<file path="config.mk">
export PLATFORM = sky130hd
export DESIGN_NAME = pwm_multi
export DESIGN_NICKNAME = d
export VERILOG_FILES = /design/src/rtl/pwm_pkg.sv /design/src/rtl/pwm_cmp_ch.sv /design/src/rtl/pwm_multi.sv
export SDC_FILE = /design/constraint.sdc
export NUM_CORES = 1
export LEC_CHECK = 0
export ABC_CLOCK_PERIOD_IN_PS = 4500
export CAP_MARGIN = 15
export CORE_UTILIZATION = 39
export CTS_CLUSTER_DIAMETER = 150
export DETAILED_ROUTE_END_ITERATION = 12
export MAX_ROUTING_LAYER = met4
export PLACE_DENSITY_LB_ADDON = 0.15
export SLEW_MARGIN = 20
export SYNTH_ARGS = -nofsm -noshare
export SYNTH_HDL_FRONTEND = slang
export SYNTH_SLANG_ARGS = --single-unit
</file>
<file path="constraint.sdc">
create_clock -name clk -period 4.5 [get_ports clk]
set_input_delay 0.45 -clock clk [delete_from_list [all_inputs] [get_ports clk]]
set_output_delay 0.45 -clock clk [all_outputs]
set_load 0.02 [all_outputs]
</file>
<file path="src/rtl/pwm_pkg.sv">
// Shared constants for the multi-channel PWM: register map and default sizing.
package pwm_pkg;

   localparam int unsigned DEF_WIDTH     = 16;
   localparam int unsigned DEF_CHANNELS  = 4;

   localparam int unsigned ADDR_TOP      = 0;
   localparam int unsigned ADDR_CNT      = 1;
   localparam int unsigned ADDR_POL      = 2;
   localparam int unsigned ADDR_CMP_BASE = 3;

endpackage : pwm_pkg

</file>
<file path="src/rtl/pwm_cmp_ch.sv">
// One PWM channel: compare shadow/active pair and the output compare.
module pwm_cmp_ch
   import pwm_pkg::*;
#(
   parameter int unsigned WIDTH = DEF_WIDTH
) (
   input  logic             clk,
   input  logic             rst_n,
   input  logic             i_wr,
   input  logic [WIDTH-1:0] i_d,
   input  logic             i_wrap,
   input  logic [WIDTH-1:0] i_cnt,
   input  logic             i_pol,
   output logic             o_out_c
);

   logic [WIDTH-1:0] r_cmp_sh;
   logic [WIDTH-1:0] r_cmp_act;
   logic [WIDTH-1:0] w_cmp_next;

   // A write landing in the wrap cycle goes straight through to the active copy.
   assign w_cmp_next = i_wr ? i_d : r_cmp_sh;

   always_ff @(posedge clk or negedge rst_n) begin
      if (!rst_n) begin
         r_cmp_sh  <= '0;
         r_cmp_act <= '0;
      end else begin
         if (i_wr)
            r_cmp_sh <= i_d;
         if (i_wrap)
            r_cmp_act <= w_cmp_next;
      end
   end

   assign o_out_c = (i_cnt < r_cmp_act) ^ i_pol;

endmodule : pwm_cmp_ch

</file>
<file path="src/rtl/pwm_multi.sv">
// Multi-channel PWM: one shared counter with double-buffered TOP/POL/CMP registers.
module pwm_multi
   import pwm_pkg::*;
#(
   parameter  int unsigned WIDTH    = DEF_WIDTH,
   parameter  int unsigned CHANNELS = DEF_CHANNELS,
   localparam int unsigned ADDR_W   = $clog2(CHANNELS + 3)
) (
   input  logic                clk,
   input  logic                rst_n,
   input  logic                en,
   input  logic                wr,
   input  logic [ADDR_W-1:0]   addr,
   input  logic [WIDTH-1:0]    d,
   output logic [WIDTH-1:0]    cnt,
   output logic [CHANNELS-1:0] out,
   output logic                period_end
);

   logic [WIDTH-1:0]    r_cnt;
   logic                r_period_end;
   logic [WIDTH-1:0]    r_top_sh;
   logic [WIDTH-1:0]    r_top_act;
   logic [CHANNELS-1:0] r_pol_sh;
   logic [CHANNELS-1:0] r_pol_act;

   logic                w_wr_top;
   logic                w_wr_cnt;
   logic                w_wr_pol;
   logic                w_wrap;
   logic [CHANNELS-1:0] w_out;

   assign w_wr_top = wr && (addr == ADDR_W'(ADDR_TOP));
   assign w_wr_cnt = wr && (addr == ADDR_W'(ADDR_CNT));
   assign w_wr_pol = wr && (addr == ADDR_W'(ADDR_POL));

   // A CNT write pre-empts the wrap so the written value is never lost.
   assign w_wrap = en && !w_wr_cnt && (r_cnt >= r_top_act);

   always_ff @(posedge clk or negedge rst_n) begin
      if (!rst_n) begin
         r_cnt        <= '0;
         r_period_end <= 1'b0;
      end else if (w_wr_cnt) begin
         r_cnt        <= d;
         r_period_end <= 1'b0;
      end else if (w_wrap) begin
         r_cnt        <= '0;
         r_period_end <= 1'b1;
      end else if (en) begin
         r_cnt        <= r_cnt + WIDTH'(1);
         r_period_end <= 1'b0;
      end else begin
         r_period_end <= 1'b0;
      end
   end

   always_ff @(posedge clk or negedge rst_n) begin
      if (!rst_n) begin
         r_top_sh  <= '0;
         r_top_act <= '0;
         r_pol_sh  <= '0;
         r_pol_act <= '0;
      end else begin
         if (w_wr_top)
            r_top_sh <= d;
         if (w_wr_pol)
            r_pol_sh <= d[CHANNELS-1:0];
         if (w_wrap) begin
            r_top_act <= w_wr_top ? d : r_top_sh;
            r_pol_act <= w_wr_pol ? d[CHANNELS-1:0] : r_pol_sh;
         end
      end
   end

   for (genvar i = 0; i < CHANNELS; i++) begin : g_ch
      localparam int unsigned CH_ADDR = ADDR_CMP_BASE + i;
      logic w_wr_cmp;

      assign w_wr_cmp = wr && (addr == ADDR_W'(CH_ADDR));

      pwm_cmp_ch #(
         .WIDTH   (WIDTH)
      ) u_ch (
         .clk     (clk),
         .rst_n   (rst_n),
         .i_wr    (w_wr_cmp),
         .i_d     (d),
         .i_wrap  (w_wrap),
         .i_cnt   (r_cnt),
         .i_pol   (r_pol_act[i]),
         .o_out_c (w_out[i])
      );
   end

   assign cnt        = r_cnt;
   assign period_end = r_period_end;
   assign out        = w_out;

endmodule : pwm_multi

</file>
* Word-level counts from Yosys, hierarchy flattened
Index checks and enable logic that the tools add are counted.
Word-level totals: bits in registers 185, bits of input ports 23, output and inout port bits 21, logic and storage cells 53
Operators by class: $add $sub $neg 1, order comparisons 5, equality and inequality tests 6, muxes and demuxes 11, bitwise operators 4, reductions and logical operators 12
Operator list (number):
- two-way mux 16 bit | 8
- less-than comparator 16 bit | 4
- adder 16 x 1 -> 16 bit, second input constant | 1
- >= comparator 16 bit | 1
- == test 3 bit, second input constant | 3
- logical AND 1 bit | 9
- == test 3 x 2 -> 1 bit, second input constant | 2
- two-way mux 4 bit | 1
- bitwise XOR 1 bit | 4
- == test 3 x 1 -> 1 bit, second input constant | 1
- logical NOT 3 bit | 1
- nonzero test 3 bit | 1
- two-way mux 1 bit | 2
- logical NOT 1 bit | 1

* Logic depth before layout (Yosys ltp)
Gate-level depths: netlist (run 1).
depth in word-level cells 7, mapped depth 10, depth with buffers taken out 7

* Modules after synthesis
From an unflattened synthesis (run 1), not the netlist that was laid out.
Second synthesis, totals: cell total of the unflattened synthesis 812, area total of the unflattened synthesis 9197.6 um^2
By module, submodules not included:
- pwm_cmp_ch | times used 4, cells each 138, area each 1541.5 um^2, seq. area each 800.8 um^2
- pwm_multi | times used 1, cells each 260, area each 3031.7 um^2, seq. area each 1426.4 um^2

* Least setup slack after synthesis (run 1)
Ideal clock, no wire load.
path type register -> register, start register r_cnt[13], in the netlist cnt[13], end register g_ch[0].u_ch.r_cmp_act[11], setup time 0.125 ns, arrival 2.538 ns, required time 4.375 ns, path slack 1.837 ns, stages on the path, launching flop included 9, buffers on the path 2, clock period less this slack 2.663 ns, path through dfrtp_1 ha_1 nand4_1 nor3_2 or4b_4 a31oi_4 buf_8 buf_12 mux2_4
On the way: cells in the longest elaborated chain, start to end 2
Ends and longest elaborated chain:
- start: declaration | RTL line pwm_multi.sv:20 | logic [WIDTH-1:0] r_cnt;
- start signal: assignment | RTL line pwm_multi.sv:51 | r_cnt <= r_cnt + WIDTH'(1);
- >= comparator 16 bit | RTL line pwm_multi.sv:38 | assign w_wrap = en && !w_wr_cnt && (r_cnt >= r_top_act);
- logical AND 1 bit | RTL line pwm_multi.sv:38
- end signal: assignment | RTL line pwm_cmp_ch.sv:32 | r_cmp_act <= w_cmp_next;
- end: declaration | RTL line pwm_cmp_ch.sv:18 | logic [WIDTH-1:0] r_cmp_act;
No other way between the ends. A chain may end at the register's enable or synchronous reset.

* Final worst setup path (run 1)
start register r_cnt[1], in the netlist cnt[1], end output out[1]
On the way: cells in the longest elaborated chain, start to end 2
Ends and longest elaborated chain:
- less-than comparator 16 bit | RTL line pwm_cmp_ch.sv:36 | assign o_out_c = (i_cnt < r_cmp_act) ^ i_pol;
- bitwise XOR 1 bit | RTL line pwm_cmp_ch.sv:36
- end: declaration | RTL line pwm_multi.sv:16 | output logic [CHANNELS-1:0] out,
No other way between the ends.

==> impl_metrics.py, run 1 <==
metrics = {
    "setup_path": {
        "criticalPathCategory": "reg2out",
        "cp.arrival_ns": 3.37,
        "crit_path_start": "cnt[1]",
        "end_kind": "output port",
        "cp_max_fo": 11,
        "r2r-start": "cnt[0]",
        "cp-start-kind": "flop",
        "crit_required_ns": 4.05,
        "r2r_setup_slack_ns": 1.42,
    },
    "timing": {
        "layout_worst_path_cycle_share_pct": 85.0,
        "post-route-min-period_ns": 3.82,
        "clock.fmax_ghz": 0.261,
        "grt_setup_unrepaired": "false",
        "final.setup.tns_ns": 0,
        "slew_headroom_pct": 48.9,
        "worst_pin_slew_ns": 0.762,
        "fin_skew_ns": 0.0126,
        "setup_viol": 0,
        "finalHoldViolations": 0,
        "slew_viol_final": 0,
    },
    "placed_design": {
        "dp_hpwl_mm": 15.5,
        "gp_congestion": 0.881,
        "port_buffers": 43,
    },
    "clock_tree": {
        "htree_levels": 4,
        "ctsResizeCount": 0,
        "cts_root_buf": "clkbuf_16",
        "cts_buffer_depth": 2,
        "cts_tree": "built",
        "clk_pin_slew_worst_paths_ns": 0.08,
        "postCtsSetupRepairBufs": 0,
        "clk_latency_ns": 0.44,
        "cts_sinks": 185,
        "numCtsBuffers": 17,
        "hold_buffers": 0,
    },
    "worst_hold_path": {
        "hp-class": "in2async",
    },
    "drt": {
        "ant_nets": 0,
        "routedWlPerCell_um": 20.2,
        "initialDrtViolationCount": 336,
        "drcViolationCount": 0,
        "drt_pass1_iterations": 4,
        "vias": 5790,
        "avgViaCountPerCell": 5.17,
        "wl_mm": 22.6,
    },
    "synthesis": {
        "synth_cell_types": 37,
        "seq_area_frac_synth_pct": 48.8,
        "syn_area_mm2": 0.00949,
        "synth.net_count": 843,
        "ys_warn_count": 0,
        "syn_avg_cell_area_um2": 12.8,
        "synthCells": 743,
        "ys_ff_latch": 185,
    },
    "floorplan": {
        "die_w_um": 158,
        "die_area_mm2": 0.0249,
        "core.rowCount": 56,
        "initial_core_util_pct": 40.1,
        "die_h_um": 158,
        "coreArea_mm2": 0.0237,
        "num_io_pins": 44,
    },
    "power_and_ir_drop": {
        "combPwrFrac_pct": 43.7,
        "p_sw_mw": 2.80,
        "total_power_mw": 7.63,
        "seqPwrFrac_pct": 36.2,
        "power_density_mw_per_mm2": 707,
        "ir_worst_vdd_mv": 0.306,
        "clkPwrFrac_pct": 20.1,
        "power_leakage_nw": 4.94,
        "internal_power_mw": 4.83,
        "sw_frac_of_total_pct": 36.7,
    },
    "global_route": {
        "antenna_found_initial": 0,
        "grt_use_total_pct": 20.2,
        "grt-ovfl-total": 0,
        "grt_max_degree": 82,
        "grt_pass1_vias": 6204,
        "grt_pass1_wl_mm": 35.9,
    },
    "finish": {
        "area_growth_pct": 13.7,
        "fin_util_pct": 45.5,
        "final_nets": 888,
        "antennaDiodeCount": 0,
        "drive_gt1_share_pct": 27.1,
    },
    "outcome": {
        "status": "complete, no violations",
    },
    "run": {
        "cap_violations": 0,
    },
}
[cells in the mapped netlist, drive strengths merged]
library cell	n	area, µm²
nand4	14	87.6
a41oi	1	8.76
a221oi	3	26.3
and4	3	26.3
a21o	7	52.6
nand3	12	60.1
buf	13	168
o2111ai	3	26.3
a211oi	4	30.0
clkbuf	15	56.3
dfrtp	185	4630
nand2	13	48.8
and2	4	25.0
mux2	168	2080
nand4b	2	17.5
or4b	1	13.8
a21oi	39	195
inv	78	293
o21a	2	15.0
xnor2	5	43.8
nor2b	2	12.5
and3	3	18.8
nand2b	7	43.8
nor3	11	70.1
ha	77	963
o21ai	23	115
nor3b	16	120
o31ai	4	30.0
a2111oi	5	43.8
xor2	13	114
nor2	9	33.8
a31oi	1	21.3
[per-layer routing]
metal,global-route usage [%],up-vias,share of wire [%],wire length (µm)
li1,-,2710,-,-
met1,26.5,2966,48,10800
met2,31.6,84,47,10700
met3,3.42,30,2.7,605
met4,6.96,0,2.3,520
met5,-,-,0,0
[cell usage in the layout (no fill, tap or decap), types with 4 or more instances in the layout]
master	Yosys	final
a2111oi_0	5	5
a211oi_1	4	4
a21o_1	7	7
a21oi_1	39	39
buf_4	7	10
clkbuf_16	0	17
clkdlybuf4s50_1	0	42
dfrtp_1	185	185
ha_1	77	77
inv_1	78	78
inv_6	0	4
mux2_2	119	119
mux2_4	49	49
nand2_1	13	13
nand2b_1	7	7
nand3_1	12	12
nand4_1	14	14
nor2_1	9	9
nor3_1	8	8
nor3b_1	16	15
o21ai_0	23	23
o31ai_1	4	4
xnor2_1	5	5
xor2_1	13	13
[metrics by stage]
stage	instance area (µm²)	cells	hold slack (ns)	worst slack [ns]
global placement	10200	1088	0.475	1.10
global route	10800	1120	0.0729	0.502
floorplan	9490	743	0.154	1.84
detailed placement	10200	1088	0.482	1.07
CTS	10800	1120	0.0630	0.568
finish	10800	1120	0.0260	0.676
[flip-flops by register name, indices dropped and copies added (netlist names)]
signal	flops
period_end	1
r_top_act	16
r_top_sh	16
r_pol_sh	4
g_ch.u_ch.r_cmp_sh	64
cnt	16
r_pol_act	4
g_ch.u_ch.r_cmp_act	64
[path summary, 6_finish.rpt]
check,to,cells after the start
max,out[1],6
min,g_ch[3].u_ch.r_cmp_sh[9],1
max reg2reg,cnt[3],7
min reg2reg,g_ch[2].u_ch.r_cmp_sh[9],1
max in group asynchronous,g_ch[2].u_ch.r_cmp_act[7],2
min in group clk,g_ch[2].u_ch.r_cmp_sh[9],1
[kinds of logic (layout without fill, tap and decap cells)]
kind of cell | after synthesis | after routing | synth area share [%]
buffers and inverters | 106 | 164 | 5.45
AND/OR/NAND/NOR | 97 | 97 | 6.09
AO/OA/AOI/OAI | 92 | 92 | 5.95
XOR/XNOR | 18 | 18 | 1.66
adder cells (fa/ha/maj) | 77 | 77 | 10.2
multiplexers | 168 | 168 | 21.9
flip-flops | 185 | 185 | 48.8
[worst max-delay path, cell delays in order, from the launching register on]
cell and delay (ns):
dfrtp_1 0.60, ha_1 0.31, a2111oi_0 0.40, o31ai_1 0.20, a211oi_1 0.63, xor2_1 0.19, clkdlybuf4s50_1 0.62
[cell type report]
class	count	area [µm²]
clock inverters	14	163
inverters	78	293
clock buffers	18	429
flip-flops and latches	185	4630
well taps	319	399
multi-input cells	452	4340
fillers	2200	12900
repair buffers	54	529
[power groups by stage]
| stage | Clock, mW | Combinational, mW | Sequential, mW |
|---|---|---|---|
| CTS | 1.57 | 3.37 | 2.76 |
| detailed placement | 0 | 3.36 | 2.78 |
| finish | 1.53 | 3.33 | 2.76 |
| global placement | 0 | 3.27 | 2.77 |
| floorplan | 0 | 2.56 | 2.66 |
| global route | 1.64 | 3.69 | 2.84 |
Power figures use the tool's default switching activity.
==> inputs of run 2 (changes only) <==
--- a/config.mk
+++ b/config.mk
@@ -5,7 +5,7 @@
 export SDC_FILE = /design/constraint.sdc
 export NUM_CORES = 1
 export LEC_CHECK = 0
-export ABC_CLOCK_PERIOD_IN_PS = 4500
+export ABC_CLOCK_PERIOD_IN_PS = 3750
 export CAP_MARGIN = 15
 export CORE_UTILIZATION = 39
 export CTS_CLUSTER_DIAMETER = 150
==> constraint.sdc (replaced) <==
create_clock -name clk -period 3.75 [get_ports clk]
set_input_delay 0.375 -clock clk [delete_from_list [all_inputs] [get_ports clk]]
set_output_delay 0.375 -clock clk [all_outputs]
set_load 0.02 [all_outputs]
==> run 2 against run 1 <==
Compared with the run above: routed wire length down 0.42%; count of clock-buffer cells in the layout is the same; first-iteration DRC count is 3.0% higher; largest power group unchanged; core utilization up 0.27 points; final cell count up 0.36%; sequential power rose by 20%; sequential share of layout area decreased by 0.25 points; critical path type unchanged; critical endpoint unchanged; die area did not move; worst hold slack improved by 0.0040 ns.
==> impl_metrics.py, run 2 (same netlist as run 1, synthesis figures left out) <==
metrics = {
    "finish": {
        "layout_commonest_cell": "dfrtp_1",
        "layout_common_cells": "dfrtp_1, mux2_2, inv_1",
        "final_area_mm2": 0.0109,
        "area_growth_pct": 14.4,
        "final_nets": 892,
        "largestRegisters": "g_ch.u_ch.r_cmp_act x64, g_ch.u_ch.r_cmp_sh x64",
        "antennaDiodeCount": 0,
        "drive_gt1_share_pct": 27.7,
    },
    "power_and_ir_drop": {
        "power_leakage_nw": 4.98,
        "ir_worst_vdd_mv": 0.317,
        "power_density_mw_per_mm2": 850,
        "total_power_mw": 9.22,
    },
    "setup_path": {
        "end_kind": "output port",
        "cp.arrival_ns": 3.22,
        "crit_required_ns": 3.38,
        "cpPeakStageDelay_ns": 0.61,
        "cp_max_fo": 10,
        "crit_slowest_cell": "clkdlybuf4s50_1",
        "worstPathCellList": "ha_1 > and4_1 > o21ai_0 > o31ai_1 > a211oi_2 > xor2_1 > clkdlybuf4s50_1",
        "criticalPathCategory": "reg2out",
        "cp-start-kind": "flop",
    },
    "outcome": {
        "status": "complete, no violations",
    },
    "global_route": {
        "grt_max_degree": 109,
        "grt_pass1_wl_mm": 36.1,
        "grt_use_total_pct": 20.2,
        "grt-ovfl-total": 0,
        "antenna_found_initial": 0,
        "grt_pass1_vias": 6245,
    },
    "drt": {
        "routedWlPerCell_um": 20.1,
        "vias": 5790,
        "route.met3.wl_um": 572,
        "dr.max_layer_used": "met4",
        "initialDrtViolationCount": 346,
        "avgViaCountPerCell": 5.15,
        "wl_met1_mm": 11.0,
        "wl_mm": 22.5,
        "met2_length_mm": 10.6,
        "ant_nets": 0,
        "drcViolationCount": 0,
        "drt_pass1_iterations": 5,
    },
    "clock_tree": {
        "postCtsSetupRepairBufs": 0,
        "cts_sinks": 185,
        "cts_tree": "built",
        "clk_latency_ns": 0.43,
        "ctsResizeCount": 1,
        "hold_buffers": 0,
        "htree_levels": 4,
        "numCtsBuffers": 17,
        "clk_pin_slew_worst_paths_ns": 0.07,
        "cts_root_buf": "clkbuf_16",
        "cts_buffer_depth": 2,
    },
    "timing": {
        "grt_setup_unrepaired": "false",
        "layout_worst_path_cycle_share_pct": 95.9,
        "slew_headroom_pct": 39.5,
        "worst_pin_slew_ns": 0.908,
        "slew_viol_final": 0,
        "final.setup.tns_ns": 0,
        "setup_viol": 0,
        "clock.fmax_ghz": 0.278,
        "finalHoldViolations": 0,
        "timing.final.ws_setup_ns": 0.155,
        "fin_skew_ns": 0.0119,
        "post-route-min-period_ns": 3.59,
    },
    "floorplan": {
        "initial_core_util_pct": 40.1,
        "die_area_mm2": 0.0249,
        "core.rowCount": 56,
        "coreArea_mm2": 0.0237,
        "die_h_um": 158,
        "num_io_pins": 44,
        "die_w_um": 158,
    },
    "worst_hold_path": {
        "hp-class": "in2async",
    },
    "placed_design": {
        "gp_congestion": 0.811,
        "port_buffers": 43,
        "dp_hpwl_mm": 15.4,
        "post_dp_cell_area_mm2": 0.0102,
        "dp_worst_setup_slack_ns": 0.456,
    },
    "run": {
        "cap_violations": 0,
    },
}
## run 2: area by class of cell
cell class              instances  area, µm²
fillers                      2188      12800
repair buffers                 58        584
well taps                     319        399
inverters                      78        293
multi-input cells             452       4350
clock inverters                14        160
clock buffers                  18        439
flip-flops and latches        185       4630
## run 2: metrics by stage
stage | utilization [%] | instances | hold slack, ns
after floorplan | - | 743 | 0.0794
after global placement | 43.3 | 1092 | 0.475
after detailed placement | 43.3 | 1092 | 0.483
after CTS | 45.8 | 1124 | 0.0815
after global routing | 45.8 | 1124 | 0.111
final | 45.8 | 1124 | 0.0301
## run 2: routing by layer
metal  track usage [%]  up-vias
li1                  -     2712
met1              27.3     2981
met2              31.5       78
met3              3.23       19
met4              5.68        0
met5                 -        -
## run 2: worst max-delay path, delay by kind of cell, from the launching register on
family,cells,cell delay (ns)
flip-flops,1,0.58
buffers and inverters,1,0.61
AND/OR/NAND/NOR,1,0.20
AO/OA/AOI/OAI,3,0.83
adder cells (fa/ha/maj),1,0.40
XOR/XNOR,1,0.18
## run 2: worst paths after layout
kind | start | endpoint | slack (ns) | depth (start not counted)
max | cnt[6] | out[1] | 0.16 | 7
min reg2reg | g_ch[0].u_ch.r_cmp_sh[6] | g_ch[0].u_ch.r_cmp_sh[6] | 0.49 | 1
max in group asynchronous | rst_n | g_ch[2].u_ch.r_cmp_sh[7] | 2.80 | 2
max reg2reg | cnt[0] | g_ch[1].u_ch.r_cmp_act[0] | 0.73 | 9
min in group clk | g_ch[0].u_ch.r_cmp_sh[6] | g_ch[0].u_ch.r_cmp_sh[6] | 0.49 | 1
min | rst_n | g_ch[3].u_ch.r_cmp_sh[9] | 0.03 | 1
## run 2: where the power goes
part,total [mW],switching (mW),internal [mW],leakage (nW)
Clock,1.84,0.824,1.02,0.292
Combinational,4.08,1.96,2.12,2.43
Sequential,3.30,0.573,2.73,2.26
Total,9.22,3.36,5.86,4.98
